File: src/rtl/miriscv_mem_arbiter_if.sv
// Bus bundle for miriscv_mem_arbiter: core instruction port, core data port and shared memory port.
// The slave modport is the arbiter's view; master is the core/memory side.
interface miriscv_mem_arbiter_if #(
  parameter int XLEN = 32
);
  logic            instr_req_i;
  logic [XLEN-1:0] instr_addr_i;
  logic            instr_rvalid_o;
  logic [XLEN-1:0] instr_rdata_o;

  logic              data_req_i;
  logic              data_we_i;
  logic [XLEN/8-1:0] data_be_i;
  logic [XLEN-1:0]   data_addr_i;
  logic [XLEN-1:0]   data_wdata_i;
  logic              data_rvalid_o;
  logic [XLEN-1:0]   data_rdata_o;

  logic              mem_req_o;
  logic              mem_gnt_i;
  logic              mem_we_o;
  logic [XLEN/8-1:0] mem_be_o;
  logic [XLEN-1:0]   mem_addr_o;
  logic [XLEN-1:0]   mem_wdata_o;
  logic              mem_rvalid_i;
  logic [XLEN-1:0]   mem_rdata_i;

  modport slave (
    input  instr_req_i, instr_addr_i,
    output instr_rvalid_o, instr_rdata_o,
    input  data_req_i, data_we_i, data_be_i, data_addr_i, data_wdata_i,
    output data_rvalid_o, data_rdata_o,
    output mem_req_o, mem_we_o, mem_be_o, mem_addr_o, mem_wdata_o,
    input  mem_gnt_i, mem_rvalid_i, mem_rdata_i
  );

  modport master (
    output instr_req_i, instr_addr_i,
    input  instr_rvalid_o, instr_rdata_o,
    output data_req_i, data_we_i, data_be_i, data_addr_i, data_wdata_i,
    input  data_rvalid_o, data_rdata_o,
    input  mem_req_o, mem_we_o, mem_be_o, mem_addr_o, mem_wdata_o,
    output mem_gnt_i, mem_rvalid_i, mem_rdata_i
  );
endinterface

File: src/rtl/miriscv_mem_arbiter.sv
// Merges core fetch and LSU requests onto one memory port; an in-order ID FIFO routes responses back.
// Define MIRISCV_ARB_RR_EN for round-robin arbitration instead of fixed data-over-instr priority.
module miriscv_mem_arbiter #(
  parameter int OUTSTANDING = 2,
  parameter int XLEN        = 32
) (
  input  logic                 clk_i,
  input  logic                 arstn_i,
  miriscv_mem_arbiter_if.slave bus,
  output logic                 err_o
);

  localparam int PW = (OUTSTANDING > 1) ? $clog2(OUTSTANDING) : 1;
  localparam int CW = $clog2(OUTSTANDING + 1);
  localparam logic [CW-1:0] CNT_MAX  = CW'(OUTSTANDING);
  localparam logic [PW-1:0] PTR_LAST = PW'(OUTSTANDING - 1);

  logic              instr_pend_q;
  logic [XLEN-1:0]   instr_addr_q;
  logic              data_pend_q;
  logic              data_we_q;
  logic [XLEN/8-1:0] data_be_q;
  logic [XLEN-1:0]   data_addr_q;
  logic [XLEN-1:0]   data_wdata_q;

  logic [OUTSTANDING-1:0] fifo_id_q;
  logic [PW-1:0]          wr_ptr_q;
  logic [PW-1:0]          rd_ptr_q;
  logic [CW-1:0]          count_q;

  logic lock_q;
  logic lock_sel_q;
  logic free_sel;
  logic sel;
  logic mem_req;
  logic grant;
  logic pop;
  logic orphan;
  logic head_id;

  // Handshake: a transfer happens in a cycle where mem_req_o && mem_gnt_i; while mem_req_o is
  // high and not granted, the presented port and its fields stay frozen (lock_q/lock_sel_q).
`ifdef MIRISCV_ARB_RR_EN
  logic last_q;

  // Pointer moves only on contended grants, so successive ties alternate between the ports.
  always_ff @(posedge clk_i) begin
    if (!arstn_i) begin
      last_q <= 1'b0;
    end else if (grant && instr_pend_q && data_pend_q) begin
      last_q <= sel;
    end
  end

  always_comb begin
    free_sel = data_pend_q;
    if (instr_pend_q && data_pend_q) begin
      free_sel = ~last_q;
    end
  end
`else
  assign free_sel = data_pend_q;
`endif

  assign sel     = lock_q ? lock_sel_q : free_sel;
  assign mem_req = (instr_pend_q | data_pend_q) && (count_q != CNT_MAX);
  assign grant   = mem_req && bus.mem_gnt_i;
  assign pop     = bus.mem_rvalid_i && (count_q != '0);
  assign orphan  = bus.mem_rvalid_i && (count_q == '0);
  assign head_id = fifo_id_q[rd_ptr_q];

  always_ff @(posedge clk_i) begin
    if (!arstn_i) begin
      instr_pend_q <= 1'b0;
      instr_addr_q <= '0;
    end else if (bus.instr_req_i && !instr_pend_q) begin
      instr_pend_q <= 1'b1;
      instr_addr_q <= bus.instr_addr_i;
    end else if (grant && !sel) begin
      instr_pend_q <= 1'b0;
    end
  end

  always_ff @(posedge clk_i) begin
    if (!arstn_i) begin
      data_pend_q  <= 1'b0;
      data_we_q    <= 1'b0;
      data_be_q    <= '0;
      data_addr_q  <= '0;
      data_wdata_q <= '0;
    end else if (bus.data_req_i && !data_pend_q) begin
      data_pend_q  <= 1'b1;
      data_we_q    <= bus.data_we_i;
      data_be_q    <= bus.data_be_i;
      data_addr_q  <= bus.data_addr_i;
      data_wdata_q <= bus.data_wdata_i;
    end else if (grant && sel) begin
      data_pend_q  <= 1'b0;
    end
  end

  always_ff @(posedge clk_i) begin
    if (!arstn_i) begin
      lock_q     <= 1'b0;
      lock_sel_q <= 1'b0;
    end else begin
      lock_q     <= mem_req && !bus.mem_gnt_i;
      lock_sel_q <= sel;
    end
  end

  // A full FIFO never sees a push, since mem_req is gated on the registered count.
  always_ff @(posedge clk_i) begin
    if (!arstn_i) begin
      fifo_id_q <= '0;
      wr_ptr_q  <= '0;
      rd_ptr_q  <= '0;
      count_q   <= '0;
    end else begin
      if (grant) begin
        fifo_id_q[wr_ptr_q] <= sel;
        wr_ptr_q <= (wr_ptr_q == PTR_LAST) ? '0 : wr_ptr_q + PW'(1);
      end
      if (pop) begin
        rd_ptr_q <= (rd_ptr_q == PTR_LAST) ? '0 : rd_ptr_q + PW'(1);
      end
      if (grant && !pop) begin
        count_q <= count_q + CW'(1);
      end else if (!grant && pop) begin
        count_q <= count_q - CW'(1);
      end
    end
  end

  always_ff @(posedge clk_i) begin
    if (!arstn_i) begin
      err_o <= 1'b0;
    end else if ((bus.instr_req_i && instr_pend_q) || (bus.data_req_i && data_pend_q) || orphan) begin
      err_o <= 1'b1;
    end
  end

  assign bus.mem_req_o   = mem_req;
  assign bus.mem_we_o    = mem_req && sel && data_we_q;
  assign bus.mem_be_o    = !mem_req ? '0 : (sel ? data_be_q : '1);
  assign bus.mem_addr_o  = !mem_req ? '0 : (sel ? data_addr_q : instr_addr_q);
  assign bus.mem_wdata_o = (mem_req && sel) ? data_wdata_q : '0;

  assign bus.instr_rvalid_o = pop && !head_id;
  assign bus.data_rvalid_o  = pop && head_id;
  assign bus.instr_rdata_o  = bus.instr_rvalid_o ? bus.mem_rdata_i : '0;
  assign bus.data_rdata_o   = bus.data_rvalid_o ? bus.mem_rdata_i : '0;

endmodule

File: src/flat_wrapper.sv
// flat-port wrapper written by rule: the top's interface ports become plain ports
module miriscv_mem_arbiter_flat 
#(
  parameter int OUTSTANDING = 2,
  parameter int XLEN        = 32
)
  (clk_i, arstn_i, err_o, bus_instr_req_i, bus_instr_addr_i, bus_instr_rvalid_o, bus_instr_rdata_o, bus_data_req_i, bus_data_we_i, bus_data_be_i, bus_data_addr_i, bus_data_wdata_i, bus_data_rvalid_o, bus_data_rdata_o, bus_mem_req_o, bus_mem_we_o, bus_mem_be_o, bus_mem_addr_o, bus_mem_wdata_o, bus_mem_gnt_i, bus_mem_rvalid_i, bus_mem_rdata_i);
  miriscv_mem_arbiter_if #(.XLEN(XLEN)) bus_i ();
  input  logic clk_i;
  input  logic arstn_i;
  output logic err_o;
  input wire logic [$bits(bus_i.instr_req_i)-1:0] bus_instr_req_i;
  input wire logic [$bits(bus_i.instr_addr_i)-1:0] bus_instr_addr_i;
  output wire logic [$bits(bus_i.instr_rvalid_o)-1:0] bus_instr_rvalid_o;
  output wire logic [$bits(bus_i.instr_rdata_o)-1:0] bus_instr_rdata_o;
  input wire logic [$bits(bus_i.data_req_i)-1:0] bus_data_req_i;
  input wire logic [$bits(bus_i.data_we_i)-1:0] bus_data_we_i;
  input wire logic [$bits(bus_i.data_be_i)-1:0] bus_data_be_i;
  input wire logic [$bits(bus_i.data_addr_i)-1:0] bus_data_addr_i;
  input wire logic [$bits(bus_i.data_wdata_i)-1:0] bus_data_wdata_i;
  output wire logic [$bits(bus_i.data_rvalid_o)-1:0] bus_data_rvalid_o;
  output wire logic [$bits(bus_i.data_rdata_o)-1:0] bus_data_rdata_o;
  output wire logic [$bits(bus_i.mem_req_o)-1:0] bus_mem_req_o;
  output wire logic [$bits(bus_i.mem_we_o)-1:0] bus_mem_we_o;
  output wire logic [$bits(bus_i.mem_be_o)-1:0] bus_mem_be_o;
  output wire logic [$bits(bus_i.mem_addr_o)-1:0] bus_mem_addr_o;
  output wire logic [$bits(bus_i.mem_wdata_o)-1:0] bus_mem_wdata_o;
  input wire logic [$bits(bus_i.mem_gnt_i)-1:0] bus_mem_gnt_i;
  input wire logic [$bits(bus_i.mem_rvalid_i)-1:0] bus_mem_rvalid_i;
  input wire logic [$bits(bus_i.mem_rdata_i)-1:0] bus_mem_rdata_i;
  assign bus_i.instr_req_i = bus_instr_req_i;
  assign bus_i.instr_addr_i = bus_instr_addr_i;
  assign bus_instr_rvalid_o = bus_i.instr_rvalid_o;
  assign bus_instr_rdata_o = bus_i.instr_rdata_o;
  assign bus_i.data_req_i = bus_data_req_i;
  assign bus_i.data_we_i = bus_data_we_i;
  assign bus_i.data_be_i = bus_data_be_i;
  assign bus_i.data_addr_i = bus_data_addr_i;
  assign bus_i.data_wdata_i = bus_data_wdata_i;
  assign bus_data_rvalid_o = bus_i.data_rvalid_o;
  assign bus_data_rdata_o = bus_i.data_rdata_o;
  assign bus_mem_req_o = bus_i.mem_req_o;
  assign bus_mem_we_o = bus_i.mem_we_o;
  assign bus_mem_be_o = bus_i.mem_be_o;
  assign bus_mem_addr_o = bus_i.mem_addr_o;
  assign bus_mem_wdata_o = bus_i.mem_wdata_o;
  assign bus_i.mem_gnt_i = bus_mem_gnt_i;
  assign bus_i.mem_rvalid_i = bus_mem_rvalid_i;
  assign bus_i.mem_rdata_i = bus_mem_rdata_i;
  miriscv_mem_arbiter #(.OUTSTANDING(OUTSTANDING), .XLEN(XLEN)) u_core (.clk_i(clk_i), .arstn_i(arstn_i), .bus(bus_i), .err_o(err_o));
endmodule
File: config.mk
export PLATFORM = sky130hd
export DESIGN_NAME = miriscv_mem_arbiter_flat
export DESIGN_NICKNAME = d
export VERILOG_FILES = /design/src/rtl/miriscv_mem_arbiter_if.sv /design/src/rtl/miriscv_mem_arbiter.sv /design/src/flat_wrapper.sv
export SDC_FILE = /design/constraint.sdc
export NUM_CORES = 1
export LEC_CHECK = 0
export BUFFER_PORTS_ARGS = -buffer_cell sky130_fd_sc_hd__buf_2
export CELL_PAD_IN_SITES_DETAIL_PLACEMENT = 0
export CELL_PAD_IN_SITES_GLOBAL_PLACEMENT = 1
export CORE_UTILIZATION = 33
export CTS_CLUSTER_DIAMETER = 40
export DETAILED_ROUTE_END_ITERATION = 10
export GPL_ROUTABILITY_DRIVEN = 1
export PLACE_DENSITY_LB_ADDON = 0.25
export REMOVE_ABC_BUFFERS = 1
export SLEW_MARGIN = 10
export SYNTH_ARGS = -nofsm -noshare
export SYNTH_HDL_FRONTEND = slang
export SYNTH_SLANG_ARGS = --single-unit
File: constraint.sdc
create_clock -name clk_i -period 3.18 [get_ports clk_i]
set_input_delay 0 -clock clk_i [delete_from_list [all_inputs] [get_ports clk_i]]
set_output_delay 0 -clock clk_i [all_outputs]
set_load 0.01 [all_outputs]
==> run metrics <==
status completed; DR vias 5738; CP max stage cell and3b_1; number of flops mapped to enable cells by yosys 0; hpwl dp 11000 um; list of most frequent post-synthesis cells nand2_1 (272), a21oi_1 (137), dfxtp_1 (112); yosys warns 0; Avg WL per Cell 13.3 um; Setup-failing EPs final 0; Worst IR Drop VDD 0.260 mV; Reg2Reg Setup Slack 1.32 ns; Area Growth Syn to Fin 55.4%; worst-margin pin slew 0.882 ns; core area 15300 um2; Hold Crit Start bus_instr_req_i; fin crit period 2.19 ns; Antenna Nets Post-Route 0; Leakage Power 3.78 nW; Port-buffer cells 275; crit start category register; placed insts 1163; CTS H-tree lvls 3; post-synthesis sequential area ratio 0.434; Hold Crit Endpoint u_core.instr_pend_q$_SDFFE_PN0P_; ANT cells 0; final hold violation count 0; Layout Skew 0.00464 ns; Vias/cell 4.47; io pins 276; Max clock buf depth 2; RSZ-0062 raised after global routing no; synthesis-stage register bit count 112; CTS sink count 112; num rows 45; Critical Path, Cell by Cell mux2i_1, and3b_1, and2_1, buf_2; Placement Setup Slack 1.34 ns; largest net degree at the start of global routing 80; Yosys top cell area share 0.434; RePlAce Congestion 0.859; Mapped Area 5170 um2; All-Layer GR Usage 0.209; Setup Buffers After CTS 0; vias in the first global route 5326; Synth Flop Type dfxtp_1; worst reg2reg startpoint u_core.data_pend_q$_SDFFE_PN0P_; Final Cycle Share 0.689; First DRT Iteration DRCs 319; initial core utilization 0.339; worst r2r dst u_core.data_addr_q[9]$_SDFFE_PN0P_; antenna violations before repair 0; first-pass GRT wire length 26900 um; CTS root buffer clkbuf_16; TritonCTS Buffers 9; # nets final 1208; critical-path maximum fanout 33; Post-route DRC 0; hold path depth 3; CP required 3.18 ns; DIE HEIGHT 127 um; die area 16200 um2; top post-synthesis cells by area dfxtp_1 (43%), nand2_1 (20%), a21oi_1 (13%), and2_1 (12%), buf_2 (2.0%); post-synth cell types 38; drt pass-1 iters 5; asr flop ratio synth 0; CTS tree done; Crit Path Category reg -> out; hold buffer count at cts 106; post_cts resized 0; share of layout cells above drive strength 1 0.287; max cap viols 0; mean area per synthesized cell 7.13 um2; top-count cell post-synth nand2_1; TNS Setup 0 ns; Final WS setup 0.989 ns; area leader, netlist dfxtp_1; Reg2Reg Depth 4; max_slew headroom 0.412; GRT overflow 0; crit path capture type output pin; power density cells 427 nW/um2; Worst path max stage delay 0.78 ns; CP arrival 2.19 ns; die span in x 127 um; Clock transition at path regs 0.07 ns; worst hold path type in -> reg; clock latency on the worst-skew pair 0.35 ns; fin cells 1284; Max Freq 0.456 GHz; Post-Syn Instances 725; drt total wl 17100 um; Slew Limit Fails 0
## through the flow
step           hold WS (ns)  power [W]   util  cell area [um2]
5_1_grt              0.0446    0.00360  0.526             8030
2_1_floorplan        0.0793    0.00185      -             4890
3_3_place_gp          0.242    0.00213  0.436             6650
3_5_place_dp          0.245    0.00213  0.436             6650
6_report             0.0290    0.00343  0.526             8030
4_1_cts             0.00535    0.00347  0.526             8030
## kinds of logic (layout without fill, tap and decap cells)
family / count (synthesis) / after routing / share of synthesized area
buffers and inverters: 61 / 409 / 0.0569
AND/OR/NAND/NOR: 396 / 396 / 0.345
AO/OA/AOI/OAI: 151 / 151 / 0.152
flip-flops: 112 / 112 / 0.434
XOR/XNOR: 1 / 1 / 0.00170
multiplexers: 4 / 4 / 0.0104
## placed cells by master, fill, tap and decap left out, types with 2 or more instances in the layout
cell           count
buf_2            275
nand2_1          272
a21oi_1          137
dfxtp_1          112
dlygate4sd3_1    106
and2_1            97
nor2_1            13
clkbuf_16          9
buf_4              6
buf_12             3
nor2b_2            2
inv_1              2
mux2i_1            2
o21ai_1            2
clkinv_2           2
o31ai_1            2
o311ai_0           2
o21ai_0            2
clkbuf_8           2
bufinv_16          2
## state kept, by name, indices dropped and copies added (netlist names)
signal / count
u_core.rd_ptr_q: 1
u_core.instr_pend_q: 1
u_core.lock_sel_q: 1
u_core.fifo_id_q: 2
u_core.wr_ptr_q: 1
u_core.lock_q: 1
u_core.instr_addr_q: 32
u_core.err_o: 1
u_core.count_q: 2
u_core.data_be_q: 4
u_core.data_we_q: 1
u_core.data_pend_q: 1
u_core.data_addr_q: 32
u_core.data_wdata_q: 32
## worst max-delay path, delay by kind of cell (launching register included)
kind | cells | cell delay [ns]
simple gates | 2 | 1.08
flops | 1 | 0.36
mux | 1 | 0.25
buf+inv | 1 | 0.15
## how the worst max path moves through the flow
stage / startpoint / endpoint / slack (ns) / depth (start not counted)
final: u_core.rd_ptr_q$_SDFFE_PN0N_ / bus_instr_rdata_o[10] / 0.99 / 4
after global routing: u_core.rd_ptr_q$_SDFFE_PN0N_ / bus_instr_rdata_o[10] / 0.81 / 4
after global placement: u_core.data_pend_q$_SDFFE_PN0P_ / u_core.data_wdata_q[1]$_SDFFE_PN0P_ / 1.38 / 4
after floorplan: u_core.data_pend_q$_SDFFE_PN0P_ / u_core.data_addr_q[0]$_SDFFE_PN0P_ / 0.19 / 3
after detailed placement: u_core.data_pend_q$_SDFFE_PN0P_ / u_core.data_wdata_q[6]$_SDFFE_PN0P_ / 1.34 / 4
after CTS: u_core.rd_ptr_q$_SDFFE_PN0N_ / bus_instr_rdata_o[10] / 1.0 / 4
## cell type report
type	instances	area, um2
fillers	1504	7230
multi-input cells	552	2640
repair buffers	390	2540
flip-flops and latches	112	2240
well taps	211	264
clock buffers	12	256
clock inverters	3	65.1
inverters	4	16.3
## report_power, final
group          switching [W]  leakage (nW)  total, W  internal, W
Combinational       0.000356          2.70  0.000662     0.000306
Sequential         0.0000495         0.920   0.00154      0.00149
Clock               0.000503         0.159   0.00123     0.000729
Total               0.000909          3.78   0.00343      0.00252
## per-layer routing
layer,wire [um],vias to the layer above,global-route usage,share of wire
met1,8190,2540,0.278,0.48
met4,251,0,0.0588,0.015
met2,7670,184,0.335,0.45
met5,0,-,0,0
met3,1010,17,0.0507,0.059
li1,-,2997,-,-
Note: power is estimated with default switching activity, not from simulation.
